`config.mk`:
```
export PLATFORM = sky130hd
export DESIGN_NAME = fp_alu_issue_stage
export DESIGN_NICKNAME = d
export VERILOG_FILES = /design/src/rtl/fp_alu_pkg.sv /design/src/rtl/fp_req_fifo.sv /design/src/rtl/fp_alu_issue_stage.sv
export SDC_FILE = /design/constraint.sdc
export NUM_CORES = 1
export LEC_CHECK = 0
export CAP_MARGIN = 0
export CORE_MARGIN = 5
export CORE_UTILIZATION = 45
export CTS_CLUSTER_DIAMETER = 150
export DETAILED_ROUTE_END_ITERATION = 8
export MAX_ROUTING_LAYER = met4
export PLACE_DENSITY = 0.7
export SYNTH_ARGS = -nofsm -noshare
export SYNTH_HDL_FRONTEND = slang
export SYNTH_SLANG_ARGS = --single-unit
```
`constraint.sdc`:
```
create_clock -name clk -period 5.02 [get_ports clk]
set_clock_uncertainty 0.1 [all_clocks]
set_input_delay 1.506 -clock clk [delete_from_list [all_inputs] [get_ports clk]]
set_output_delay 1.506 -clock clk [all_outputs]
set_load 0.005 [all_outputs]
```
`src/rtl/fp_alu_pkg.sv`:
```
// Shared types and helpers for the floating-point ALU issue stage.
package fp_alu_pkg;

  localparam int unsigned FP_N    = 32;
  localparam int unsigned FP_TAGW = 4;
  localparam int unsigned FP_SELW = 3;

  localparam logic [FP_SELW-1:0] OP_ADD = 3'd1;
  localparam logic [FP_SELW-1:0] OP_SUB = 3'd2;
  localparam logic [FP_SELW-1:0] OP_MUL = 3'd3;
  localparam logic [FP_SELW-1:0] OP_DIV = 3'd4;
  localparam logic [FP_SELW-1:0] OP_CMP = 3'd5;

  typedef struct packed {
    logic [FP_N-1:0]    a;
    logic [FP_N-1:0]    b;
    logic [FP_SELW-1:0] sel;
    logic [FP_TAGW-1:0] tag;
  } fp_req_t;

  // Opcodes the ALU actually implements; everything else is masked.
  function automatic logic is_legal_op(input logic [FP_SELW-1:0] sel);
    return (sel >= OP_ADD) && (sel <= OP_CMP);
  endfunction

endpackage

```
`src/rtl/fp_req_fifo.sv`:
```
// Synchronous request FIFO with combinational head read and occupancy count.
module fp_req_fifo
  import fp_alu_pkg::*;
#(
  parameter int unsigned DEPTH = 4,
  localparam int unsigned LW = $clog2(DEPTH + 1)
) (
  input  logic          clk,
  input  logic          rst_n,
  input  logic          push,
  input  logic          pop,
  input  fp_req_t       wdata,
  output fp_req_t       head,
  output logic          full,
  output logic          empty,
  output logic [LW-1:0] level
);

  localparam int unsigned AW = (DEPTH > 1) ? $clog2(DEPTH) : 1;

  fp_req_t       mem [DEPTH];
  logic [AW-1:0] wr_ptr;
  logic [AW-1:0] rd_ptr;
  logic [LW-1:0] count;
  logic          do_push;
  logic          do_pop;

  assign full    = (count == LW'(DEPTH));
  assign empty   = (count == '0);
  assign level   = count;
  assign head    = mem[rd_ptr];
  assign do_push = push && !full;
  assign do_pop  = pop && !empty;

  // Storage array; contents are don't-care until written.
  always_ff @(posedge clk) begin
    if (do_push) mem[wr_ptr] <= wdata;
  end

  // Pointers wrap naturally because DEPTH is a power of two.
  always_ff @(posedge clk or negedge rst_n) begin
    if (!rst_n) begin
      wr_ptr <= '0;
      rd_ptr <= '0;
      count  <= '0;
    end else begin
      if (do_push) wr_ptr <= wr_ptr + AW'(1);
      if (do_pop)  rd_ptr <= rd_ptr + AW'(1);
      case ({do_push, do_pop})
        2'b10:   count <= count + LW'(1);
        2'b01:   count <= count - LW'(1);
        default: count <= count;
      endcase
    end
  end

endmodule

```
`src/rtl/fp_alu_issue_stage.sv`:
```
// Issue/retire stage around the combinational FP ALU: request FIFO,
// head-driven ALU operands, registered result with tag and flags.
// Optional sticky exception flags: define FP_ALU_STICKY_FLAGS_EN.
module fp_alu_issue_stage
  import fp_alu_pkg::*;
#(
  parameter int unsigned DEPTH = 4,
  localparam int unsigned N    = FP_N,
  localparam int unsigned TAGW = FP_TAGW,
  localparam int unsigned LW   = $clog2(DEPTH + 1)
) (
  input  logic            clk,
  input  logic            rst_n,
  input  logic            in_valid,
  output logic            in_ready,
  input  logic [N-1:0]    in_a,
  input  logic [N-1:0]    in_b,
  input  logic [2:0]      in_sel,
  input  logic [TAGW-1:0] in_tag,
  output logic [N-1:0]    alu_a,
  output logic [N-1:0]    alu_b,
  output logic [2:0]      alu_sel,
  input  logic [N-1:0]    alu_res,
  input  logic            alu_of,
  input  logic            alu_uf,
  output logic            out_valid,
  input  logic            out_ready,
  output logic [N-1:0]    out_res,
  output logic            out_of,
  output logic            out_uf,
  output logic            out_ill,
  output logic [TAGW-1:0] out_tag,
  output logic [LW-1:0]   level,
  input  logic            flag_clr,
  output logic            sticky_of,
  output logic            sticky_uf,
  output logic            sticky_ill
);

  fp_req_t     wreq;
  fp_req_t     head;
  logic        full;
  logic        empty;
  logic        push;
  logic        retire;
  logic        legal;
  logic [N-1:0] res_next;
  logic        of_next;
  logic        uf_next;
  logic        ill_next;

  assign wreq     = '{a: in_a, b: in_b, sel: in_sel, tag: in_tag};
  assign in_ready = !full;
  assign push     = in_valid && !full;
  assign retire   = !empty && (!out_valid || out_ready);

  fp_req_fifo #(.DEPTH(DEPTH)) u_fifo (
    .clk   (clk),
    .rst_n (rst_n),
    .push  (push),
    .pop   (retire),
    .wdata (wreq),
    .head  (head),
    .full  (full),
    .empty (empty),
    .level (level)
  );

  // ALU operands follow the head entry; idle value is all zeros.
  always_comb begin
    alu_a   = '0;
    alu_b   = '0;
    alu_sel = '0;
    if (!empty) begin
      alu_a   = head.a;
      alu_b   = head.b;
      alu_sel = head.sel;
    end
  end

  // Result shaping: illegal opcodes force a zero result and mask ALU flags.
  always_comb begin
    legal    = is_legal_op(head.sel);
    res_next = legal ? alu_res : '0;
    of_next  = legal && alu_of;
    uf_next  = legal && alu_uf;
    ill_next = !legal;
  end

  // Output register: load on retire, drop valid when drained with no refill.
  always_ff @(posedge clk or negedge rst_n) begin
    if (!rst_n) begin
      out_valid <= 1'b0;
      out_res   <= '0;
      out_of    <= 1'b0;
      out_uf    <= 1'b0;
      out_ill   <= 1'b0;
      out_tag   <= '0;
    end else if (retire) begin
      out_valid <= 1'b1;
      out_res   <= res_next;
      out_of    <= of_next;
      out_uf    <= uf_next;
      out_ill   <= ill_next;
      out_tag   <= head.tag;
    end else if (out_valid && out_ready) begin
      out_valid <= 1'b0;
    end
  end

`ifdef FP_ALU_STICKY_FLAGS_EN
  // Sticky flags: clear then OR in this retire's flags, so a set wins.
  always_ff @(posedge clk or negedge rst_n) begin
    if (!rst_n) begin
      sticky_of  <= 1'b0;
      sticky_uf  <= 1'b0;
      sticky_ill <= 1'b0;
    end else begin
      sticky_of  <= (sticky_of  && !flag_clr) || (retire && of_next);
      sticky_uf  <= (sticky_uf  && !flag_clr) || (retire && uf_next);
      sticky_ill <= (sticky_ill && !flag_clr) || (retire && ill_next);
    end
  end
`else
  logic unused_flag_clr;
  assign unused_flag_clr = flag_clr;
  assign sticky_of       = 1'b0;
  assign sticky_uf       = 1'b0;
  assign sticky_ill      = 1'b0;
`endif

endmodule

```
==> results.py, run 1 <==
metrics = {
    "outcome": {
        "status": "finished, final reports clean",
    },
    "clock_tree": {
        "cts.sinks": 331,
        "clock_latency_ns": 0.49,
        "cts_setup_buffers": 0,
        "hold_buffers": 0,
        "tritoncts": "yes",
        "cts_resized": 0,
        "clk_pin_slew_ns": 0.05,
        "cts_buffer_depth": 3,
        "cts-root-buf": "clkbuf_16",
        "cts_buffers": 36,
        "h-tree-depth": 2,
    },
    "hold_path": {
        "hold_class": "reg -> reg",
    },
    "die": {
        "start_util_pct": 45.6,
        "ios": 224,
        "die_h_um": 181,
        "dieArea_um2": 32600,
        "coreArea_um2": 28700,
        "rows": 62,
        "die_w_um": 181,
    },
    "global_route": {
        "grt_max_degree": 85,
        "grt_overflow": 0,
        "antenna_found_initial": 2,
        "grt_pass1_wl_mm": 43.7,
        "grtUsageTotal_pct": 17.4,
        "first_global_vias": 7480,
    },
    "worst_setup_path": {
        "critical-path-top-delay-family": "buffers and inverters",
        "crit_chain": "buf_12, mux4_2, and2_1, clkdlybuf4s50_1",
        "endpoint_kind": "output pin",
        "crit_slowest_cell": "dfrtp_4",
        "critPathMaxStageDelay_ns": 0.77,
        "crit_fanout": 26,
        "path_class": "reg -> out",
        "cp.required_ns": 3.41,
        "cp-start-kind": "flip-flop",
        "cp_data_arrival_time_ns": 2.79,
        "crit_buf_inv": 2,
    },
    "placement": {
        "dpl_cell_area_um2": 15700,
        "gp_congestion": 0.742,
        "portBuffers": 219,
        "hpwl_mm": 16.8,
    },
    "pwr": {
        "seqPwrFrac_pct": 38.6,
        "p_sw_share_pct": 28.2,
        "clock_power_share_pct": 25.6,
        "totalPowerFinal_mw": 10.4,
        "comb_power_share_pct": 35.9,
        "p_leak_nw": 5.75,
        "max-vdd-ir-drop_mv": 0.433,
        "power.density_nw_per_um2": 613,
        "p_int_mw": 7.45,
        "power.switching_mw": 2.92,
    },
    "synthesis": {
        "ys.warnings.count": 0,
        "synth_top_area_share_pct": 65.2,
        "synth_edf_count": 284,
        "synth_area_um2": 13100,
        "synth_ff_type": "edfxtp_1",
        "ys_ff_latch": 331,
        "yosysUniqueCellTypes": 32,
        "synthTopCellsByArea": "edfxtp_1, mux4_2, dfrtp_1, and2_1, o31ai_2",
        "synth_top_area_cell": "edfxtp_1",
        "avgSynthCellArea_um2": 19.7,
        "synth_cells": 663,
        "async_reset_ff_share_pct": 14.2,
        "synth-seq-area-share_pct": 74.2,
    },
    "detailed_routing": {
        "ant_nets": 0,
        "wl_per_cell_um": 21.1,
        "routed_wl_mm": 27.5,
        "viasPerCell": 5.27,
        "initialDrtViolationCount": 491,
        "via_count": 6885,
        "dr.pass1.iters": 4,
        "drcViolationCount": 0,
    },
    "sta": {
        "worstMarginPinSlew_ns": 1.03,
        "post-route-min-period_ns": 4.39,
        "max_freq_ghz": 0.228,
        "finalSetupTns_ns": 0,
        "finalSetupViolCount": 0,
        "min_period_over_period_pct": 87.5,
        "finalHoldViolCount": 0,
        "slew_headroom_pct": 31.4,
        "rsz0062_at_grt": "false",
        "final_max_slew_viol_count": 0,
    },
    "cells_and_area": {
        "fin_nets": 1008,
        "finish.instance_area_um2": 16900,
        "drive_above_1_share_pct": 20.2,
        "syn2layout_area_growth_pct": 29.3,
    },
    "run": {
        "cap_violations": 0,
    },
}
## path summary, 6_finish.rpt
| path | depth (start not counted) | slack, ns | start | end |
|---|---|---|---|---|
| worst min-delay path | 1 | 0.41 | out_tag[1] | out_tag[1] |
| worst max-delay path | 4 | 0.63 | u_fifo.rd_ptr[0] | alu_b[24] |
| worst min register to register | 1 | 0.41 | out_tag[1] | out_tag[1] |
| max in group asynchronous | 2 | 3.28 | rst_n | u_fifo.rd_ptr[0] |
| worst max register to register | 9 | 2.02 | u_fifo.level[0] | u_fifo.level[2] |
| min in group asynchronous | 1 | 0.74 | rst_n | out_res[27] |
## per-stage QoR
stage | hold slack [ns] | worst slack, ns | std cells | utilization [%]
after floorplan | 0.403 | 1.27 | 665 | -
after global placement | 0.393 | 1.07 | 1238 | 54.7
after detailed placement | 0.395 | 1.07 | 1238 | 54.7
after CTS | 0.407 | 0.526 | 1304 | 58.9
after global routing | 0.415 | 0.392 | 1306 | 58.9
final | 0.405 | 0.625 | 1306 | 58.9
## cells in the final DEF, fill, tap and decap left out, types with 2 or more instances in the layout
cell type / instances
nand3_1: 35
mux2_2: 5
edfxtp_1: 284
o21ai_0: 34
inv_1: 7
mux4_2: 71
clkinv_2: 3
clkinv_1: 6
diode_2: 2
clkinv_4: 2
clkbuf_16: 37
conb_1: 3
buf_12: 3
buf_4: 15
o31ai_1: 4
clkbuf_8: 2
dfrtp_1: 45
ha_1: 5
xnor2_1: 4
xor2_1: 2
nand2_1: 2
dfrtp_4: 2
and3_4: 4
bufinv_16: 5
and2_1: 68
clkdlybuf4s50_1: 218
clkbuf_1: 9
o31ai_2: 30
inv_6: 2
## sequential cells by signal, summed over array words and instances, names as in the netlist
name and count:
u_fifo.mem 284, out_res 32, out_tag 4, u_fifo.level 3, u_fifo.rd_ptr 2, u_fifo.wr_ptr 2
out_ill 1, out_of 1, out_uf 1, out_valid 1
## cell usage after synthesis (2+ instances only)
library cell  number
o31ai_1            4
ha_1               5
mux4_2            71
xor2_1             2
clkbuf_1          26
and3_1             4
buf_4              3
dfrtp_1           47
mux2_2             5
edfxtp_1         284
buf_6              8
o31ai_2           30
nand3_1           35
buf_2             10
o21ai_0           34
inv_1              7
nand2_1            2
xnor2_1            4
and2_1            69
## layer usage
layer / global-route usage (%) / share of wire, % / vias to the layer above
met5: - / 0 / -
met4: 2.90 / 0.93 / 0
met3: 5.85 / 7.7 / 26
met2: 27.7 / 49 / 234
met1: 22.5 / 43 / 3519
li1: - / - / 3106
## logic make-up after synthesis
kind of cell	share of synthesized area, %
buffers and inverters	2.22
other	0.0287
muxes	12.7
DFF	74.2
AOI/OAI and AO/OA	4.52
and+or+nand+nor	5.29
xor gates and xnor gates	0.402
adders and majority gates	0.631
## power groups by stage
stage | sequential (mW) | clock (mW) | combinational, mW
floorplan | 3.91 | 0 | 2.10
global placement | 4.04 | 0 | 3.78
detailed placement | 4.07 | 0 | 3.79
CTS | 4.02 | 2.73 | 3.82
global route | 4.07 | 2.86 | 4.04
finish | 4.00 | 2.65 | 3.72
## area by class of cell
class,instances,area (um^2)
Fill cell,2162,11800
Antenna cell,2,5.00
Inverter,7,26.3
Tap cell,384,480
Sequential cell,331,9710
Clock buffer,48,987
Clock inverter,18,223
Timing Repair Buffer,237,2360
Multi-Input combinational cell,279,3130
No activity file was read; power rests on OpenSTA's default activity.
==> run 2: changes to the inputs <==
--- a/config.mk
+++ b/config.mk
@@ -12,6 +12,8 @@
 export DETAILED_ROUTE_END_ITERATION = 8
 export MAX_ROUTING_LAYER = met4
 export PLACE_DENSITY = 0.7
+export SETUP_SLACK_MARGIN = 0.02
 export SYNTH_ARGS = -nofsm -noshare
 export SYNTH_HDL_FRONTEND = slang
 export SYNTH_SLANG_ARGS = --single-unit
+export TNS_END_PERCENT = 1
==> results of run 2 <==
No change in the layout: final DEF, timing and power equal those of run 1.
